==> config.mk <==
export PLATFORM = sky130hd
export DESIGN_NAME = bram_frame_addr_gen
export DESIGN_NICKNAME = d
export VERILOG_FILES = /design/src/rtl/bram_frame_addr_gen.sv
export SDC_FILE = /design/constraint.sdc
export NUM_CORES = 1
export LEC_CHECK = 0
export CORE_MARGIN = 8
export CORE_UTILIZATION = 51
export CTS_CLUSTER_DIAMETER = 30
export DETAILED_ROUTE_END_ITERATION = 7
export GPL_TIMING_DRIVEN = 0
export HOLD_SLACK_MARGIN = 0.15
export MAX_ROUTING_LAYER = met4
export PLACE_DENSITY = 0.84
export SLEW_MARGIN = 20
export SYNTH_ARGS = -nofsm -noshare
export SYNTH_HDL_FRONTEND = slang
export SYNTH_SLANG_ARGS = --single-unit
export TNS_END_PERCENT = 10
==> constraint.sdc <==
create_clock -name clk -period 3.69 [get_ports clk]
set_input_delay 0.369 -clock clk [delete_from_list [all_inputs] [get_ports clk]]
set_output_delay 0.369 -clock clk [all_outputs]
set_load 0.02 [all_outputs]
==> src/rtl/bram_frame_addr_gen.sv <==
// Ping-pong BRAM write address generator: turns accepted samples into delayed
// single-cycle writes, fills two banks in turn and stalls while the next bank is still full.
module bram_frame_addr_gen #(
   parameter int unsigned ADDR_W    = 32,
   parameter int unsigned FRAME_LEN = 1024,
   parameter int unsigned WAIT_CYC  = 2,
   parameter int unsigned ADDR_STEP = 1
) (
   input  logic              clk,
   input  logic              rst,
   input  logic              arm,
   input  logic              stop,
   input  logic              hab,
   input  logic              valid,
   input  logic              rd_done,
   input  logic              rd_bank,
   output logic              we,
   output logic [ADDR_W-1:0] addr,
   output logic              bank,
   output logic              frame_done,
   output logic              busy,
   output logic              stall,
   output logic              overrun
);

   localparam logic [2:0] S_IDLE   = 3'd0;
   localparam logic [2:0] S_RUN    = 3'd1;
   localparam logic [2:0] S_SETTLE = 3'd2;
   localparam logic [2:0] S_WRITE  = 3'd3;
   localparam logic [2:0] S_STALL  = 3'd4;

   localparam int unsigned IDX_W       = (FRAME_LEN > 2) ? $clog2(FRAME_LEN) : 1;
   localparam int unsigned CNT_W       = (WAIT_CYC > 2) ? $clog2(WAIT_CYC) : 1;
   localparam int unsigned SETTLE_INIT = (WAIT_CYC > 0) ? WAIT_CYC - 1 : 0;
   localparam longint unsigned SPAN    = longint'(2) * longint'(FRAME_LEN) * longint'(ADDR_STEP);

   if (FRAME_LEN < 2 || ADDR_STEP < 1 ||
       (ADDR_W < 64 && SPAN > (64'd1 << ADDR_W))) begin : g_param_err
      $error("bram_frame_addr_gen: 2*FRAME_LEN*ADDR_STEP must fit in ADDR_W bits");
   end

   logic [2:0]        state, state_n;
   logic [CNT_W-1:0]  cnt, cnt_n;
   logic [IDX_W-1:0]  idx, idx_n;
   logic [1:0]        full, full_n;
   logic              stop_pend, stop_pend_n;
   logic              bank_n, ovr_n, we_n, fd_n;
   logic [ADDR_W-1:0] addr_n, lin_addr;
   logic              sample, last;

   assign sample   = valid && !hab;
   assign last     = (idx == IDX_W'(FRAME_LEN - 1));
   assign lin_addr = (ADDR_W'(bank) * ADDR_W'(FRAME_LEN) + ADDR_W'(idx)) * ADDR_W'(ADDR_STEP);

   always_comb begin
      state_n     = state;
      cnt_n       = cnt;
      idx_n       = idx;
      full_n      = full;
      bank_n      = bank;
      stop_pend_n = stop_pend;
      ovr_n       = overrun;
      we_n        = 1'b0;
      fd_n        = 1'b0;
      addr_n      = addr;
      if (rd_done) full_n[rd_bank] = 1'b0;
      case (state)
         S_IDLE: begin
            if (arm && !stop) begin
               state_n = S_RUN;
               ovr_n   = 1'b0;
               idx_n   = '0;
            end
         end
         S_RUN: begin
            if (stop) begin
               state_n = S_IDLE;
               idx_n   = '0;
            end else if (sample) begin
               stop_pend_n = 1'b0;
               if (WAIT_CYC == 0) begin
                  state_n = S_WRITE;
                  we_n    = 1'b1;
                  addr_n  = lin_addr;
                  fd_n    = last;
               end else begin
                  state_n = S_SETTLE;
                  cnt_n   = CNT_W'(SETTLE_INIT);
               end
            end
         end
         S_SETTLE: begin
            if (sample) ovr_n = 1'b1;
            if (stop) stop_pend_n = 1'b1;
            if (cnt == '0) begin
               state_n = S_WRITE;
               we_n    = 1'b1;
               addr_n  = lin_addr;
               fd_n    = last;
            end else begin
               cnt_n = cnt - CNT_W'(1);
            end
         end
         S_WRITE: begin
            if (sample) ovr_n = 1'b1;
            // the full set follows the rd_done clear so a same-edge release of the
            // bank just completed cannot erase fresh data; the stall check sees both
            if (last) begin
               full_n[bank] = 1'b1;
               bank_n       = ~bank;
               idx_n        = '0;
            end else begin
               idx_n = idx + IDX_W'(1);
            end
            if (stop || stop_pend) begin
               state_n     = S_IDLE;
               idx_n       = '0;
               stop_pend_n = 1'b0;
            end else if (last && full_n[~bank]) begin
               state_n = S_STALL;
            end else begin
               state_n = S_RUN;
            end
         end
         S_STALL: begin
            if (sample) ovr_n = 1'b1;
            if (stop) begin
               state_n = S_IDLE;
               idx_n   = '0;
            end else if (!full[bank]) begin
               state_n = S_RUN;
            end
         end
         default: state_n = S_IDLE;
      endcase
   end

   always_ff @(posedge clk) begin
      if (rst) begin
         state      <= S_IDLE;
         cnt        <= '0;
         idx        <= '0;
         full       <= '0;
         stop_pend  <= 1'b0;
         we         <= 1'b0;
         addr       <= '0;
         bank       <= 1'b0;
         frame_done <= 1'b0;
         busy       <= 1'b0;
         stall      <= 1'b0;
         overrun    <= 1'b0;
      end else begin
         state      <= state_n;
         cnt        <= cnt_n;
         idx        <= idx_n;
         full       <= full_n;
         stop_pend  <= stop_pend_n;
         we         <= we_n;
         addr       <= addr_n;
         bank       <= bank_n;
         frame_done <= fd_n;
         busy       <= (state_n != S_IDLE);
         stall      <= (state_n == S_STALL);
         overrun    <= ovr_n;
      end
   end

endmodule

Word level (Yosys, flattened, before mapping)
Cells that the tools add are included.
W data, S select, Z words.
{ "word_totals": {"regBits": 55, "inputBits": 8, "out_inout_bits": 38, "word_cells": 101} }
{ "op_classes": {"addsub": 3, "magnitude_cmp": 5, "n_eq_ne": 13, "n_mux": 38, "bitwise_logic": 6, "n_reduce_logical": 24} }
{ "op_table": {"columns": ["cell", "n"], "rows": [
  ["$mux W10", 4],
  ["$pmux W10 S3", 1],
  ["$mux W3", 8],
  ["$mux W1", 15],
  ["$pmux W3 S5", 1],
  ["$add A11 B10 Y12", 1],
  ["$add A10 B1 Y10 const B", 1],
  ["$eq A10 B10 Y1 const B", 1],
  ["$ne A2 B2 Y1 const B", 5],
  ["$reduce_and A3 Y1", 3],
  ["$reduce_bool A3 Y1", 3],
  ["$mux W2", 4],
  ["$eq A3 B2 Y1 const B", 2],
  ["$eq A3 B3 Y1 const B", 2],
  ["$lt A1 B2 Y1 const B", 3],
  ["$reduce_or A3 Y1", 2],
  ["$logic_and A1 B1 Y1", 5],
  ["$reduce_and A5 Y1", 1],
  ["$ne A2 B1 Y1 const B", 2],
  ["$pmux W1 S2", 2],
  ["$reduce_and A2 Y1", 2],
  ["$reduce_bool A2 Y1", 2],
  ["$reduce_or A2 Y1", 2],
  ["$eq A3 B1 Y1 const B", 1],
  ["other kinds (11)", 16]
]} }

Longest topological paths before layout
{ "logic_depth": {"word_depth": 17, "ltp_mapped": 7, "mapped_depth_nobuf": 6} }

Least setup slack after synthesis
OpenSTA, ideal clock, no wires.
{ "synth_timing": {"path_kind": "in2reg", "from": "in stop", "to": "reg idx[0]", "setup_ns": 0.120, "arrival_time_ns": 1.607, "required_time_ns": 3.570, "slack_ns": 1.964, "stages": 6, "n_path_buf": 1, "path_cell_list": "buf_6 -> or4b_4 -> a21oi_4 -> nor2_1 -> o21bai_4 -> nor2_1"} }
{ "synth_via": {"elab_chain_len": 4, "elab_cells_between_ends": 8, "cone_classes": "eq/ne: 2; mux: 2; reduce/logical: 4"} }
{ "synth_rtl": {"columns": ["element", "line", "rtl"], "rows": [
  ["from (decl)", "12", "input logic stop,"],
  ["$logic_not A1 Y1", "69", "if (arm && !stop) begin"],
  ["$logic_and A1 B1 Y1", "69", null],
  ["$ne A2 B2 Y1 (no line)", null, null],
  ["$reduce_and A3 Y1 (no line)", null, null],
  ["to (signal assigned)", "155", "idx <= idx_n;"],
  ["to (decl)", "44", "logic [IDX_W-1:0] idx, idx_n;"]
]} }
Parallel ways exist; a longest one is shown, timed or not.
A chain may end at the register's enable or synchronous reset.

Final worst setup path
{ "layout_timing": {"from": "reg bank", "to": "out bank"} }
{ "layout_rtl": {"columns": ["element", "line", "rtl"], "rows": [
  ["from (decl)", "19", "output logic bank,"],
  ["from (signal assigned)", "160", "bank <= bank_n;"]
]} }
No word-level cell between the ends.

==> reports/metrics.cfg <==
[grt]
antenna_found_initial=0
grt_max_degree=13
grt_first_pass_wirelength_um=5660
overflow=0
grt_usage_pct=13.9
grt_pass1_vias=1320

[place]
hpwl_um=2690
place.gp.congestion=0.878
numPortBuffers=22
placed_cell_area_um2=2040
dp.cells=287

[cts]
clockBufferDepth=2
cts_hold_buf=0
cts_made_buffers=5
postCtsSetupBuffers=0
cts_max_level=2
insertion_delay_ps=350
numClockSinks=34
clk_pin_slew_worst_paths_ps=110
ctsResizeCount=0
cts-root-buf=clkbuf_4
tritoncts=built

[timing]
max_freq_ghz=0.540
timing_max_transition_violations_final=0
min_period_ps=1850
grt_setup_unrepaired=no
whs_ps=376
worst_pin_slew_ps=521
finalClockSkew_ps=10.5
finalHoldViolCount=0
setup_viol=0
tns_ps=0
slew_headroom_pct=65.0
period_share_pct=50.2

[detailed_routing]
drt-pass1-iter-count=4
ant_nets=0
post-route-drc-count=0
via_count=1438
wirelength_um=3610
drt_iter0_markers=84
vias_per_cell=4.87
wire_per_inst_um=12.2

[logic_synthesis]
synth-seq-cells=34
ys_types=43
yosys_most_used_dff=dfxtp_1
synth_edf_count=0
postSynthCellCount=199
syn_avg_cell_area_um2=8.48
synth_area_um2=1690
synth_async_sr_flop_share_pct=0
seq_area_frac_synth_pct=40.3
yosysWarnings=0

[worst_setup_path]
path_class=reg2out
crit_fanout=8
required_ps=3320
path_buf_inv=1
crit_chain=clkdlybuf4s50_1
critical_path_arrival_ps=1480
cp_top_family=buffers and inverters
startpoint_type=register
cp_slowest_cell=clkdlybuf4s50_1
max_stage_delay_ps=660
end_kind=output port

[final_layout]
layout-drive-gt1-share_pct=17.3
postLayoutCellArea_um2=2150
fin_cells=295
final_nets=257
area_growth_pct=27.2
antenna_cells=0

[pwr]
power.density_nw_per_um2=373
p_leak_uw=0.000836
peakVddDrop_uv=282

[floorplanning]
initial_core_util_pct=51.8
io_pins=46
dieArea_um2=5410
die_w_um=73.5
core_area_um2=3260
die_h_um=73.5
rows=21

[flow_run]
drv_cap=0

[status]
outcome=complete, no violations

[hold_path]
hp-class=in2reg

[cells in the final DEF, fill, tap and decap left out, types with 2 or more instances in the layout]
master and count:
a21oi_1 20, a31oi_1 2, and3_1 2, buf_4 23, buf_6 2, bufinv_16 2
clkbuf_1 3, clkbuf_4 6, clkdlybuf4s50_1 22, conb_1 21, dfxtp_1 34, inv_1 4
nand2_1 26, nand2b_1 3, nand3b_1 2, nand4_1 2, nor2_1 18, nor2b_1 4
nor3_1 6, nor3b_1 2, o2111ai_1 2, o21a_1 4, o21ai_0 7, or2_2 2
or3_1 2, xor2_1 8
[flip-flops by register name (all words and copies together), names as in the netlist]
name and count:
idx 10, we 1, busy 1, bank 1
frame_done 1, stop_pend 1, overrun 1, state 3
stall 1, addr 11, cnt 1, full 2
[final cells by class]
class,instances,area (um2)
Fill cell,294,1110
Multi-Input combinational cell,151,843
Sequential cell,34,681
Buffer,30,224
Timing Repair Buffer,22,220
Clock inverter,3,68.8
Tap cell,46,57.6
Clock buffer,5,37.5
Inverter,4,15.0
[cells in the mapped netlist (2+ instances only)]
library cell	instances	area, um2
a31oi_1	2	12.5
nand4_1	2	12.5
xor2_1	8	70.1
nand2_1	26	97.6
and3_1	2	12.5
buf_6	2	22.5
clkbuf_1	3	11.3
o2111ai_1	2	17.5
a21oi_1	20	100
nor3_1	6	30.0
nor2b_1	4	25.0
nor3b_1	2	15.0
nand2b_1	3	18.8
or2_2	2	12.5
dfxtp_1	34	681
o21a_1	4	30.0
nand3b_1	2	15.0
o21ai_0	7	35.0
buf_4	23	173
or3_1	2	12.5
nor2_1	18	67.6
inv_1	4	15.0
[stage by stage]
step / total power (uW) / util (%) / worst slack [ps]
finish: 801 / 65.9 / 1840
global route: 825 / 65.9 / 1770
CTS: 803 / 65.9 / 1840
detailed placement: 463 / 62.6 / 1520
global placement: 462 / 62.6 / 1530
floorplan: 448 / - / 1960
[per-layer routing]
metal	share of wire, %	vias up	track usage, %
met4	2.4	0	7.32
met2	48	35	22.1
met5	0	-	-
met3	6.0	8	4.64
met1	44	660	15.0
li1	-	735	-
[cell families (layout without fill, tap and decap cells)]
| family | count (synthesis) | in the layout | synth area share (%) |
|---|---|---|---|
| AO/OA/AOI/OAI | 45 | 45 | 17.9 |
| other | 1 | 21 | 0.222 |
| buffers and inverters | 34 | 64 | 14.2 |
| multiplexers | 1 | 1 | 0.593 |
| adder cells (fa/ha/maj) | 1 | 1 | 0.741 |
| AND/OR/NAND/NOR | 75 | 75 | 21.9 |
| flip-flops | 34 | 34 | 40.3 |
| XOR/XNOR | 8 | 8 | 4.15 |
[power by group]
group | switching [uW] | total (uW) | internal (uW)
logic | 47.7 | 83.4 | 35.7
clock network | 133 | 345 | 212
registers | 2.70 | 373 | 370
total | 183 | 801 | 618
[worst paths after layout]
| kind | slack (ps) | start | depth (start not counted) | end |
|---|---|---|---|---|
| worst max-delay path | 1840 | bank | 1 | bank |
| worst min register to register | 460 | addr[2] | 2 | addr[2] |
| worst max register to register | 1910 | state[2] | 6 | idx[7] |
| worst min-delay path | 380 | stop | 3 | stop_pend |
(Power assumes the default switching activity.)
